**config.mk**
```make
export PLATFORM = sky130hd
export DESIGN_NAME = counter_ctrl_flat
export DESIGN_NICKNAME = d
export VERILOG_FILES = /design/src/rtl/counter_ctrl_pkg.sv /design/src/rtl/counter_ctrl_if.sv /design/src/rtl/counter_ctrl_edge_detect.sv /design/src/rtl/counter_ctrl.sv /design/src/flat_wrapper.sv
export SDC_FILE = /design/constraint.sdc
export NUM_CORES = 1
export LEC_CHECK = 0
export ABC_CLOCK_PERIOD_IN_PS = 2000
export CAP_MARGIN = 10
export CORE_MARGIN = 8
export CORE_UTILIZATION = 40
export CTS_BUF_LIST = sky130_fd_sc_hd__clkbuf_4
export DETAILED_ROUTE_END_ITERATION = 16
export GPL_TIMING_DRIVEN = 0
export PLACE_DENSITY = 0.75
export SYNTH_ARGS = -nofsm -noshare
export SYNTH_HDL_FRONTEND = slang
export SYNTH_SLANG_ARGS = --single-unit
```
**constraint.sdc**
```tcl
create_clock -name CLOCK_50 -period 2 [get_ports CLOCK_50]
set_clock_uncertainty 0.1 [all_clocks]
set_input_delay 0.3 -clock CLOCK_50 [delete_from_list [all_inputs] [get_ports CLOCK_50]]
set_output_delay 0.3 -clock CLOCK_50 [all_outputs]
set_load 0.03 [all_outputs]
```
**src/rtl/counter_ctrl_pkg.sv**
```systemverilog
`default_nettype none
// ============================================================================
// Module   : counter_ctrl_pkg
// Brief    : Shared state type and default sizing for the counter controller.
// Revision : 1.0
// ============================================================================
package counter_ctrl_pkg;

    typedef enum logic [1:0] {
        IDLE  = 2'd0,
        RUN   = 2'd1,
        PAUSE = 2'd2,
        DONE  = 2'd3
    } state_t;

    localparam int c_default_width = 16;
    localparam int c_default_div   = 50000000;

endpackage
`default_nettype wire

```
**src/rtl/counter_ctrl_if.sv**
```systemverilog
`default_nettype none
// ============================================================================
// Module   : counter_ctrl_if
// Brief    : Button, limit/feedback and control-output bundle of counter_ctrl.
// Revision : 1.0
// ============================================================================
interface counter_ctrl_if
    import counter_ctrl_pkg::*;
    #(parameter int WIDTH = c_default_width);

    logic             Start;
    logic             Stop;
    logic             Clear;
    logic [WIDTH-1:0] Limit;
    logic [WIDTH-1:0] Q;
    logic             En;
    logic             CntClr;
    logic             Running;
    logic             Done;
    logic             Tick;

    modport master (
        output Start, Stop, Clear, Limit, Q,
        input  En, CntClr, Running, Done, Tick
    );

    modport slave (
        input  Start, Stop, Clear, Limit, Q,
        output En, CntClr, Running, Done, Tick
    );

endinterface
`default_nettype wire

```
**src/rtl/counter_ctrl_edge_detect.sv**
```systemverilog
`default_nettype none
// ============================================================================
// Module   : edge_detect
// Brief    : Rising-edge detector; reset preloads the input so held levels
//            never produce an edge when reset releases.
// Revision : 1.0
// ============================================================================
module edge_detect
    import counter_ctrl_pkg::*;
(
    input  wire logic clk,
    input  wire logic rst,
    input  wire logic din,
    output logic      rise
);

    logic r_prev;

    always_ff @(posedge clk) begin
        if (rst) begin
            r_prev <= din;
        end else begin
            r_prev <= din;
        end
    end

    assign rise = din & ~r_prev & ~rst;

endmodule
`default_nettype wire

```
**src/rtl/counter_ctrl.sv**
```systemverilog
`default_nettype none
// ============================================================================
// Module   : counter_ctrl
// Brief    : Run/pause/clear sequencer issuing prescaled enables to a counter
//            and stopping at a programmable limit.
//            COUNTER_CTRL_AUTORELOAD_EN: wrap to 0 at the limit instead of
//            stopping.
// Revision : 1.0
// ============================================================================
module counter_ctrl
    import counter_ctrl_pkg::*;
#(
    parameter int WIDTH = c_default_width,
    parameter int DIV   = c_default_div
) (
    input  wire logic     CLOCK_50,
    input  wire logic     Clr,
    counter_ctrl_if.slave bus
);

    localparam int              c_pw   = $clog2(DIV);
    localparam logic [c_pw-1:0] c_last = c_pw'(DIV - 1);

    logic w_start;
    logic w_stop;
    logic w_clear;

    edge_detect u_start (.clk(CLOCK_50), .rst(Clr), .din(bus.Start), .rise(w_start));
    edge_detect u_stop  (.clk(CLOCK_50), .rst(Clr), .din(bus.Stop),  .rise(w_stop));
    edge_detect u_clear (.clk(CLOCK_50), .rst(Clr), .din(bus.Clear), .rise(w_clear));

    state_t          r_state;
    state_t          w_state_nxt;
    logic [c_pw-1:0] r_presc;
    logic [c_pw-1:0] w_presc_nxt;
    logic            w_at_limit;
    logic            w_tick;
    logic            w_restart;
    logic            w_en;
    logic            w_cnt_clr;
    logic            w_done;

    always_ff @(posedge CLOCK_50) begin
        if (Clr) begin
            r_state <= IDLE;
            r_presc <= '0;
        end else begin
            r_state <= w_state_nxt;
            r_presc <= w_presc_nxt;
        end
    end

    always_comb begin
        w_state_nxt = r_state;
        w_presc_nxt = r_presc;
        w_at_limit  = (bus.Q == bus.Limit);
        w_tick      = !Clr && (r_state == RUN) && (r_presc == c_last);
        w_restart   = (r_state == DONE) && w_start && !w_clear;
        w_en        = w_tick && !w_at_limit && !w_clear;
        w_cnt_clr   = Clr || w_clear || w_restart;
`ifdef COUNTER_CTRL_AUTORELOAD_EN
        // Reaching the limit on a tick reloads the counter instead of stopping.
        w_cnt_clr   = w_cnt_clr || (w_tick && w_at_limit);
        w_done      = w_tick && w_at_limit && !w_clear;
`else
        w_done      = !Clr && (r_state == DONE);
`endif

        case (r_state)
            IDLE: begin
                if (w_start) w_state_nxt = RUN;
            end
            RUN: begin
`ifdef COUNTER_CTRL_AUTORELOAD_EN
                if (w_stop) w_state_nxt = PAUSE;
`else
                if (w_at_limit)  w_state_nxt = DONE;
                else if (w_stop) w_state_nxt = PAUSE;
`endif
            end
            PAUSE: begin
                if (w_start && !w_stop) w_state_nxt = RUN;
            end
            DONE: begin
                if (w_start) w_state_nxt = RUN;
            end
        endcase

        if (w_clear) w_state_nxt = IDLE;

        // Only RUN advances the prescaler, so PAUSE preserves the partial period.
        if (w_clear || w_restart || w_tick) begin
            w_presc_nxt = '0;
        end else if (r_state == RUN) begin
            w_presc_nxt = r_presc + c_pw'(1);
        end
    end

    assign bus.En      = w_en;
    assign bus.CntClr  = w_cnt_clr;
    assign bus.Tick    = w_tick;
    assign bus.Running = !Clr && (r_state == RUN);
    assign bus.Done    = w_done;

endmodule
`default_nettype wire

```
**src/flat_wrapper.sv**
```systemverilog
// flat-port wrapper written by rule: the top's interface ports become plain ports
module counter_ctrl_flat import counter_ctrl_pkg::*;
#(
    parameter int WIDTH = c_default_width,
    parameter int DIV   = c_default_div
)
  (CLOCK_50, Clr, bus_Start, bus_Stop, bus_Clear, bus_Limit, bus_Q, bus_En, bus_CntClr, bus_Running, bus_Done, bus_Tick);
  counter_ctrl_if #(.WIDTH(WIDTH)) bus_i ();
  input  wire logic CLOCK_50;
  input  wire logic Clr;
  input wire logic [$bits(bus_i.Start)-1:0] bus_Start;
  input wire logic [$bits(bus_i.Stop)-1:0] bus_Stop;
  input wire logic [$bits(bus_i.Clear)-1:0] bus_Clear;
  input wire logic [$bits(bus_i.Limit)-1:0] bus_Limit;
  input wire logic [$bits(bus_i.Q)-1:0] bus_Q;
  output wire logic [$bits(bus_i.En)-1:0] bus_En;
  output wire logic [$bits(bus_i.CntClr)-1:0] bus_CntClr;
  output wire logic [$bits(bus_i.Running)-1:0] bus_Running;
  output wire logic [$bits(bus_i.Done)-1:0] bus_Done;
  output wire logic [$bits(bus_i.Tick)-1:0] bus_Tick;
  assign bus_i.Start = bus_Start;
  assign bus_i.Stop = bus_Stop;
  assign bus_i.Clear = bus_Clear;
  assign bus_i.Limit = bus_Limit;
  assign bus_i.Q = bus_Q;
  assign bus_En = bus_i.En;
  assign bus_CntClr = bus_i.CntClr;
  assign bus_Running = bus_i.Running;
  assign bus_Done = bus_i.Done;
  assign bus_Tick = bus_i.Tick;
  counter_ctrl #(.WIDTH(WIDTH), .DIV(DIV)) u_core (.CLOCK_50(CLOCK_50), .Clr(Clr), .bus(bus_i));
endmodule
```
* Yosys cells after proc, flatten, opt, wreduce, memory -nomap -nowiden
Cells that the tools add are included.
** Storage, ports and cells
- Output and inout bits :: 5
- Input port bits :: 37
- Register bits :: 31
- Logic and storage cells :: 50
** Operators by class
- Bitwise operators :: 10
- Equal/unequal tests :: 8
- Reductions and logical operators :: 21
- Mux-type cells :: 5
- Add/subtract/negate cells :: 1
** Operator list (number)
- $add 26x1->26 const B :: 1
- $eq 26x26->1 const B :: 1
- $eq 16x16->1 :: 1
- $logic_and 1x1->1 :: 8
- $mux 2 :: 4
- $and 1x1->1 :: 6
- $pmux 2 s3 :: 1
- $reduce_or 2->1 :: 3
- $eq 2x2->1 const B :: 2
- $logic_not 1->1 :: 4
- $logic_or 1x1->1 :: 4
- $ne 2x1->1 const B :: 2
- $not 1->1 :: 4
- $ne 3x1->1 const B :: 1
- $reduce_and 3->1 :: 1
- $eq 2x1->1 const B :: 1
- $logic_not 2->1 :: 1

* Longest topological paths before layout
Gate-level depths: netlist (run 1).
- Depth in word-level cells :: 8
- Mapped depth :: 9
- Gate-level depth less buffers :: 7

* Cells and area by module
From an unflattened synthesis (run 1), not the netlist that was laid out.
** Unflattened totals
- Cells, all modules :: 205
- Area, all modules :: 1804.2 µm²
** Modules (own cells, without submodules)
- counter_ctrl :: times used 1, area an instance 1706.6 µm², cells an instance 199, seq. area each 560.5 µm²
- edge_detect :: times used 3, area an instance 32.5 µm², cells an instance 2, seq. area each 20.0 µm²

* Least setup slack after synthesis (run 1)
Ideal clock, no wire load.
- Kind :: register to output
- Start :: reg u_core.r_state[0]
- End :: out bus_En
- Path slack :: -0.287 ns
- Stages on the path, launching flop included :: 7
- Arrival time :: 1.887 ns
- Path through :: dfxtp_1 ha_1 buf_6 nand3_1 or2_1 buf_2 nor3_1
** On the way
- Word-level cells in the longest chain between the ends :: 5
** Ends and longest elaborated chain
- start, declared :: line counter_ctrl.sv:32 : state_t r_state;
- start signal, assigned :: line counter_ctrl.sv:48 : r_state <= w_state_nxt;
- $eq 2x1->1 :: line counter_ctrl.sv:57 : w_tick = !Clr && (r_state == RUN) && (r_presc == c_last);
- $logic_and 1x1->1 (2 in series) :: line counter_ctrl.sv:57
- $logic_and 1x1->1 (2 in series) :: line counter_ctrl.sv:59 : w_en = w_tick && !w_at_limit && !w_clear;
- end, declared :: line flat_wrapper.sv:16 : output wire logic [$bits(bus_i.En)-1:0] bus_En;
Every way passes these cells.

* Worst setup path in the final report (run 1)
- Start :: in bus_Limit[6]
- End :: out bus_En
** On the way
- Word-level cells in the longest chain between the ends :: 4
** Ends and longest elaborated chain
- start, declared :: line flat_wrapper.sv:14 : input wire logic [$bits(bus_i.Limit)-1:0] bus_Limit;
- $eq 16x16->1 :: line counter_ctrl.sv:56 : w_at_limit = (bus.Q == bus.Limit);
- $logic_not 1->1 :: line counter_ctrl.sv:59
- $logic_and 1x1->1 (2 in series) :: line counter_ctrl.sv:59
Every way passes these cells.

==> qor.txt, run 1 <==
Cells after Synth - 198
first-pass GRT wire length - 7.28 mm
Via Count - 1620
clk buf depth - 2
average size of a mapped cell - 8.73 µm²
CTS tree - built
YS warnings - 0
H-tree Lvls - 2
Relative slew margins - 68.9%
number of synthesized flops with an enable pin - 0
CP startpoint - bus_Limit[6]
asr flop ratio synth - 0%
Worst EP required - 1.60 ns
Die ar. - 6680 µm²
largest net degree at the start of global routing - 11
CTS sink cnt - 31
Worst Path Arrival - 1.66 ns
Max Cap Violations - 0
Avg WL per Cell - 14.5 µm
worst setup margin - -0.0637 ns
Synth Cell Area - 1730 µm²
Crit path largest cell delay - 0.41 ns
final setup fails - 2
layout cells sized above 1 - 24.4%
core area - 4260 µm²
CP max stage cell - clkdlybuf4s50_1
syn_nets - 240
CP Capture Type - primary output
port bufs - 41
CTS root buf - clkbuf_4
IO Pins - 42
drt initial violations - 98
top fanout value on the critical path - 2
Hold Vio Cnt, Final - 0
Post-CTS Hold Buffers - 0
chip width - 81.8 µm
Tot Pwr - 1.21 mW
Final Max Slew Viols - 0
clock transition at the registers of the reported paths - 0.10 ns
Place WS - -0.894 ns
Max Fclk - 0.485 GHz
Power Density - 478 nW/µm²
Die Ht - 81.8 µm
gr usage total - 14.1%
Worst R2R Start - u_core.r_presc[0]
DP HPWL - 3.00 mm
ant diodes - 0
Min-Delay Startpoint - bus_Start
DR vias/cell - 5.16
CP startpoint kind - input port
Synth Register Bits - 31
main flop type after synthesis - dfxtp_1
critical path type - in2out
Area growth, synth to finish - 45.9%
cells along the critical path - clkdlybuf4s50_1 -> xor2_1 -> nor4_2 -> nand4_1 -> o21ai_2 -> nor3_4 -> buf_6
violated checks - setup timing
Min-Delay Path Class - in2reg
Final nets - 303
CTS Buf Count - 5
Peak VDD IR - 318 µV
LEAKAGE - 0.968 nW
Routed Antenna Nets - 0
Final period util - 103%
post-route insts no fill - 314
vias in the first global route - 1610
status - finished, violations left
library cells used by synthesis - 43
Worst Tran Pin Value - 0.464 ns
gpl congestion - 0.843
detailed-router iteration count before antenna repair - 4
Post-Place Cells - 291
total wire length - 4.55 mm
# DRC - 0
Worst-Skew Late Latency - 0.34 ns
initial antenna violation count - 0
initial core utilization - 40.6%
post-synthesis sequential area ratio - 35.9%
grt total ovfl - 0
Core Rows - 24
min Tclk post-route - 2.06 ns
RSZ-0062 raised after global routing - true
Finished Core Util - 59.2%
[flip-flops by register name (all words and copies together), names as in the netlist]
| signal | count |
|---|---|
| u_core.u_stop.r_prev | 1 |
| u_core.r_presc | 26 |
| u_core.r_state | 2 |
| u_core.u_clear.r_prev | 1 |
| u_core.u_start.r_prev | 1 |
[where the power goes]
group / total (mW) / leakage, nW / switching [mW] / internal [mW]
Combinational: 0.197 / 0.676 / 0.0819 / 0.115
Clock: 0.378 / 0.0361 / 0.214 / 0.164
Sequential: 0.631 / 0.256 / 0.00923 / 0.622
[area by class of cell]
type                            instances  area, µm²
Fill cell                             338       1740
Multi-Input combinational cell        160       1190
Sequential cell                        31        638
Timing Repair Buffer                   57        527
Tap cell                               52       65.1
Clock buffer                            7       52.6
Buffer                                  3       30.0
Inverter                                3       13.8
Clock inverter                          1       5.00
[final timing paths]
path | endpoint | slack (ns) | cells after the start
setup / recovery | bus_En | -0.06 | 7
hold / removal | u_core.u_start.r_prev | 0.35 | 1
setup reg to reg | u_core.r_presc[22] | 0 | 7
hold reg to reg | u_core.r_presc[22] | 0.39 | 2
[repair_timing]
action / CTS / global route
endpoints found under the setup margin: 18 / 19
setup buffers: 9 / 7
gates resized for setup: 56 / 14
pin swaps: 9 / 6
[cell usage in the layout, fill, tap and decap left out, drive strengths merged, types with 6 or more instances in the layout]
cell type,count
xor2,33
nor2,31
dfxtp,31
clkdlybuf4s50,29
buf,22
nand2,14
nand4,12
nand3,11
o21ai,9
clkbuf,8
nor4,6
[cell families (layout without fill, tap and decap cells)]
| family | count (synthesis) | in the layout | share of synthesized area [%] |
|---|---|---|---|
| flip-flops | 31 | 31 | 35.9 |
| AND/OR/NAND/NOR | 97 | 97 | 31.5 |
| multiplexers | 1 | 1 | 0.579 |
| buffers and inverters | 7 | 71 | 2.24 |
| AO/OA/AOI/OAI | 21 | 21 | 7.96 |
| XOR/XNOR | 36 | 36 | 18.2 |
| adder cells (fa/ha/maj) | 5 | 5 | 3.62 |
[critical path, delay by kind of cell]
family / cells / cell delay (ns)
simple gates: 3 / 0.52
xor+xnor: 1 / 0.17
buf+inv: 2 / 0.55
compound gates: 1 / 0.12
[per-stage QoR]
stage	TNS (ns)	hold WS, ns	cell area, µm²
floorplan	0	0.228	1740
global placement	-8.60	0.368	2220
detailed placement	-8.41	0.377	2220
CTS	-0.166	0.333	2430
global route	-0.669	0.340	2520
finish	-0.0682	0.348	2520
[Yosys cell counts, drive strengths merged, types with 2 or more instances]
library cell  instances  area [µm²]
nor2                 31         116
ha                    5        62.6
nor2b                 3        18.8
nand2b                2        12.5
nand3b                2        15.0
a21oi                 5        28.8
xor2                 33         289
buf                   3        23.8
and3                  4        25.0
dfxtp                31         621
inv                   3        11.3
xnor2                 3        26.3
nand3                11        60.1
nand4                12         103
o21ai                 9        45.0
nor4                  6        43.8
nand2                14        55.1
or3                   3        18.8
nor3                  4        36.3
[layer usage]
metal	GRT usage, %	vias to the layer above	share of wire, %
met5	0	-	0
met4	6.14	0	2.2
met3	3.39	13	4.1
met2	25.5	40	53
met1	15.1	751	40
li1	-	816	-
Power figures use the tool's default switching activity.
==> inputs of run 2 (changes only) <==
--- a/config.mk
+++ b/config.mk
@@ -6,7 +6,7 @@
 export NUM_CORES = 1
 export LEC_CHECK = 0
 export ABC_CLOCK_PERIOD_IN_PS = 2000
-export CAP_MARGIN = 10
+export CAP_MARGIN = 30
 export CORE_MARGIN = 8
 export CORE_UTILIZATION = 40
 export CTS_BUF_LIST = sky130_fd_sc_hd__clkbuf_4
==> results of run 2 <==
The final DEF is identical to that of run 1; final timing and power are the same.
==> inputs of run 3 (changes only) <==
--- a/config.mk
+++ b/config.mk
@@ -7,6 +7,7 @@
 export LEC_CHECK = 0
 export ABC_CLOCK_PERIOD_IN_PS = 2000
 export CAP_MARGIN = 30
+export CORE_ASPECT_RATIO = 1.5
 export CORE_MARGIN = 8
 export CORE_UTILIZATION = 40
 export CTS_BUF_LIST = sky130_fd_sc_hd__clkbuf_4
==> constraint.sdc (replaced) <==
create_clock -name CLOCK_50 -period 2 [get_ports CLOCK_50]
set_clock_uncertainty 0.1 [all_clocks]
set_input_delay 0.3 -clock CLOCK_50 [delete_from_list [all_inputs] [get_ports CLOCK_50]]
set_output_delay 0.3 -clock CLOCK_50 [all_outputs]
set_load 0.05 [all_outputs]
==> run 3 against run 2 <==
The flow still finishes with violations (setup timing). Register-to-register slack gained 0.10 ns. Die area grew 0.65%. Clock power grew 29%. Critical path type is now reg2out.
==> qor.txt, run 3 (same netlist as run 1, synthesis figures left out) <==
Register Area - 646 µm² (+1.2%)
gr usage total - 13.8% (-0.24 points)
Hold Vio Cnt, Final - 0 (unchanged)
vias in the first global route - 1753 (+8.9%)
Routed Antenna Nets - 0 (unchanged)
post-route insts no fill - 314 (unchanged)
Place WS - -1.06 ns (-0.162 ns)
met3 WL post-DR - 394 µm (+110%)
Worst Hold Endpoint - u_core.u_clear.r_prev
clock transition at the registers of the reported paths - 0.11 ns (about the same)
violated checks - setup timing
ant diodes - 0 (unchanged)
top fanout value on the critical path - 4 (+2)
CTS Buf Count - 5 (unchanged)
first-pass GRT wire length - 7.64 mm (+4.9%)
Relative slew margins - 72.5% (+3.5 points)
Min-Delay Path Class - in2reg
Max Fclk - 0.482 GHz (-0.47%)
Area growth, synth to finish - 48.0%
Post-CTS Hold Buffers - 0 (unchanged)
reg2reg end - u_core.r_presc[25]
Final Max Slew Viols - 0 (unchanged)
R2R Setup Slk - 0.10 ns (+0.10 ns)
grt total ovfl - 0 (unchanged)
Post-Place Cells - 285 (-2.1%)
core area - 4210 µm² (-1.3%)
IO Pins - 42 (unchanged)
Via Count - 1682 (+3.8%)
fillers - 369 (+9.2%)
gpl congestion - 0.813 (-3.6%)
commonest cells after routing, fill and taps aside - xor2_1 (33), dlygate4sd2_1 (30), nor2_1 (29), buf_4 (23), dfxtp_1 (15)
Hold Path Depth - 1 (unchanged)
Max Cap Violations - 0 (unchanged)
largest net degree at the start of global routing - 11 (unchanged)
Power Density - 508 nW/µm² (+6.4%)
final setup fails - 2 (unchanged)
Final period util - 104% (+0.48 points)
Worst R2R Start - u_core.r_state[1]
# DRC - 0 (unchanged)
total wire length - 4.63 mm (+1.7%)
Worst Tran Pin Value - 0.412 ns (-0.0527 ns)
drt initial violations - 74 (-24%)
DR vias/cell - 5.36 (+3.8%)
commonest non-fill, non-tap cell in the layout - xor2_1
Die Ht - 96.5 µm (+18%)
detailed-router iteration count before antenna repair - 4 (unchanged)
R2R cell count - 8 (+1)
clk buf depth - 2 (unchanged)
Worst-Skew Late Latency - 0.34 ns (about the same)
Core Rows - 29 (+21%)
LEAKAGE - 1.04 nW (+7.4%)
Final nets - 309 (+2.0%)
CTS root buf - clkbuf_4
wl on met1 - 1.69 mm (-8.5%)
Min-Delay Startpoint - bus_Clear
Top Metal Used - met4
Worst EP required - 1.60 ns (about the same)
Peak VDD IR - 473 µV (+49%)
H-tree Lvls - 2 (unchanged)
status - finished, violations left
CP Capture Type - primary output
critical path type - reg2out
Die ar. - 6730 µm² (+0.65%)
Avg WL per Cell - 14.7 µm (+1.7%)
initial antenna violation count - 0 (unchanged)
CTS sink cnt - 31 (unchanged)
layout cells sized above 1 - 29.5% (+5.1 points)
min Tclk post-route - 2.07 ns (+0.00968 ns)
chip width - 69.7 µm (-15%)
max FFs per register - 26 (unchanged)
Worst Path Arrival - 1.67 ns (about the same)
Reg with most FFs - u_core.r_presc
met2 WL post-DR - 2.40 mm (-1.0%)
area of the multi-input gates - 1200 µm² (+0.73%)
CP startpoint kind - flip-flop
CTS tree - built
worst setup margin - -0.0734 ns (-0.00968 ns)
RSZ-0062 raised after global routing - true
port bufs - 41 (unchanged)
initial core utilization - 41.1% (+0.53 points)
DP HPWL - 3.16 mm (+5.7%)
biggest regs - u_core.r_presc x26, u_core.r_state x2
run 3: final cells by class:
type                            count  share of cell area [%]
Timing Repair Buffer               64                    21.2
Inverter                            3                   0.538
Tap cell                           46                    2.25
Clock inverter                      3                    1.52
Sequential cell                    31                    25.2
Clock buffer                        5                    1.47
Buffer                              2                   0.880
Multi-Input combinational cell    160                    46.9
run 3: where the power goes:
part	internal [mW]	switching, mW	leakage, nW
clock network	0.257	0.229	0.0426
registers	0.624	0.0101	0.260
logic	0.0975	0.0840	0.737
run 3: what timing repair did:
| action | 4_1_cts | 5_1_grt |
|---|---|---|
| pin swaps | 23 | 9 |
| resized for setup | 94 | 11 |
| setup endpoints to repair | 16 | 13 |
| setup buffers | 17 | 6 |
run 3: stage by stage:
stage	power [mW]	cell area [µm²]	TNS, ns	utilization [%]	hold slack, ns
CTS	1.30	2500	-0.0823	59.3	0.330
global placement	0.825	2220	-9.22	52.7	0.366
global route	1.36	2560	-0.357	60.8	0.334
finish	1.30	2560	-0.0822	60.8	0.348
detailed placement	0.831	2220	-9.27	52.7	0.384
floorplan	0.728	1750	0	-	0.228
run 3: worst max path at each step:
stage | start | to | slack, ns | cells past startpoint
after floorplan | u_core.r_state[1] | bus_En | 0.02 | 7
after global placement | Clr | bus_En | -1.06 | 5
after detailed placement | Clr | bus_En | -1.06 | 5
after CTS | u_core.r_presc[17] | bus_En | -0.06 | 5
after global routing | u_core.r_presc[17] | bus_En | -0.19 | 5
final | u_core.r_presc[0] | bus_En | -0.07 | 5
run 3: worst max-delay path, cell delays in order, from the launching register on:
cell     delay, ns
dfxtp_2       0.41
ha_4          0.17
nand3_4       0.07
or2_4         0.30
nor3_4        0.20
buf_6         0.18
run 3: metal layers:
metal / up-vias / global-route usage [%]
li1: 829 / -
met2: 81 / 26.3
met3: 14 / 5.93
met4: 0 / 5.88
met1: 758 / 12.7
met5: - / 0
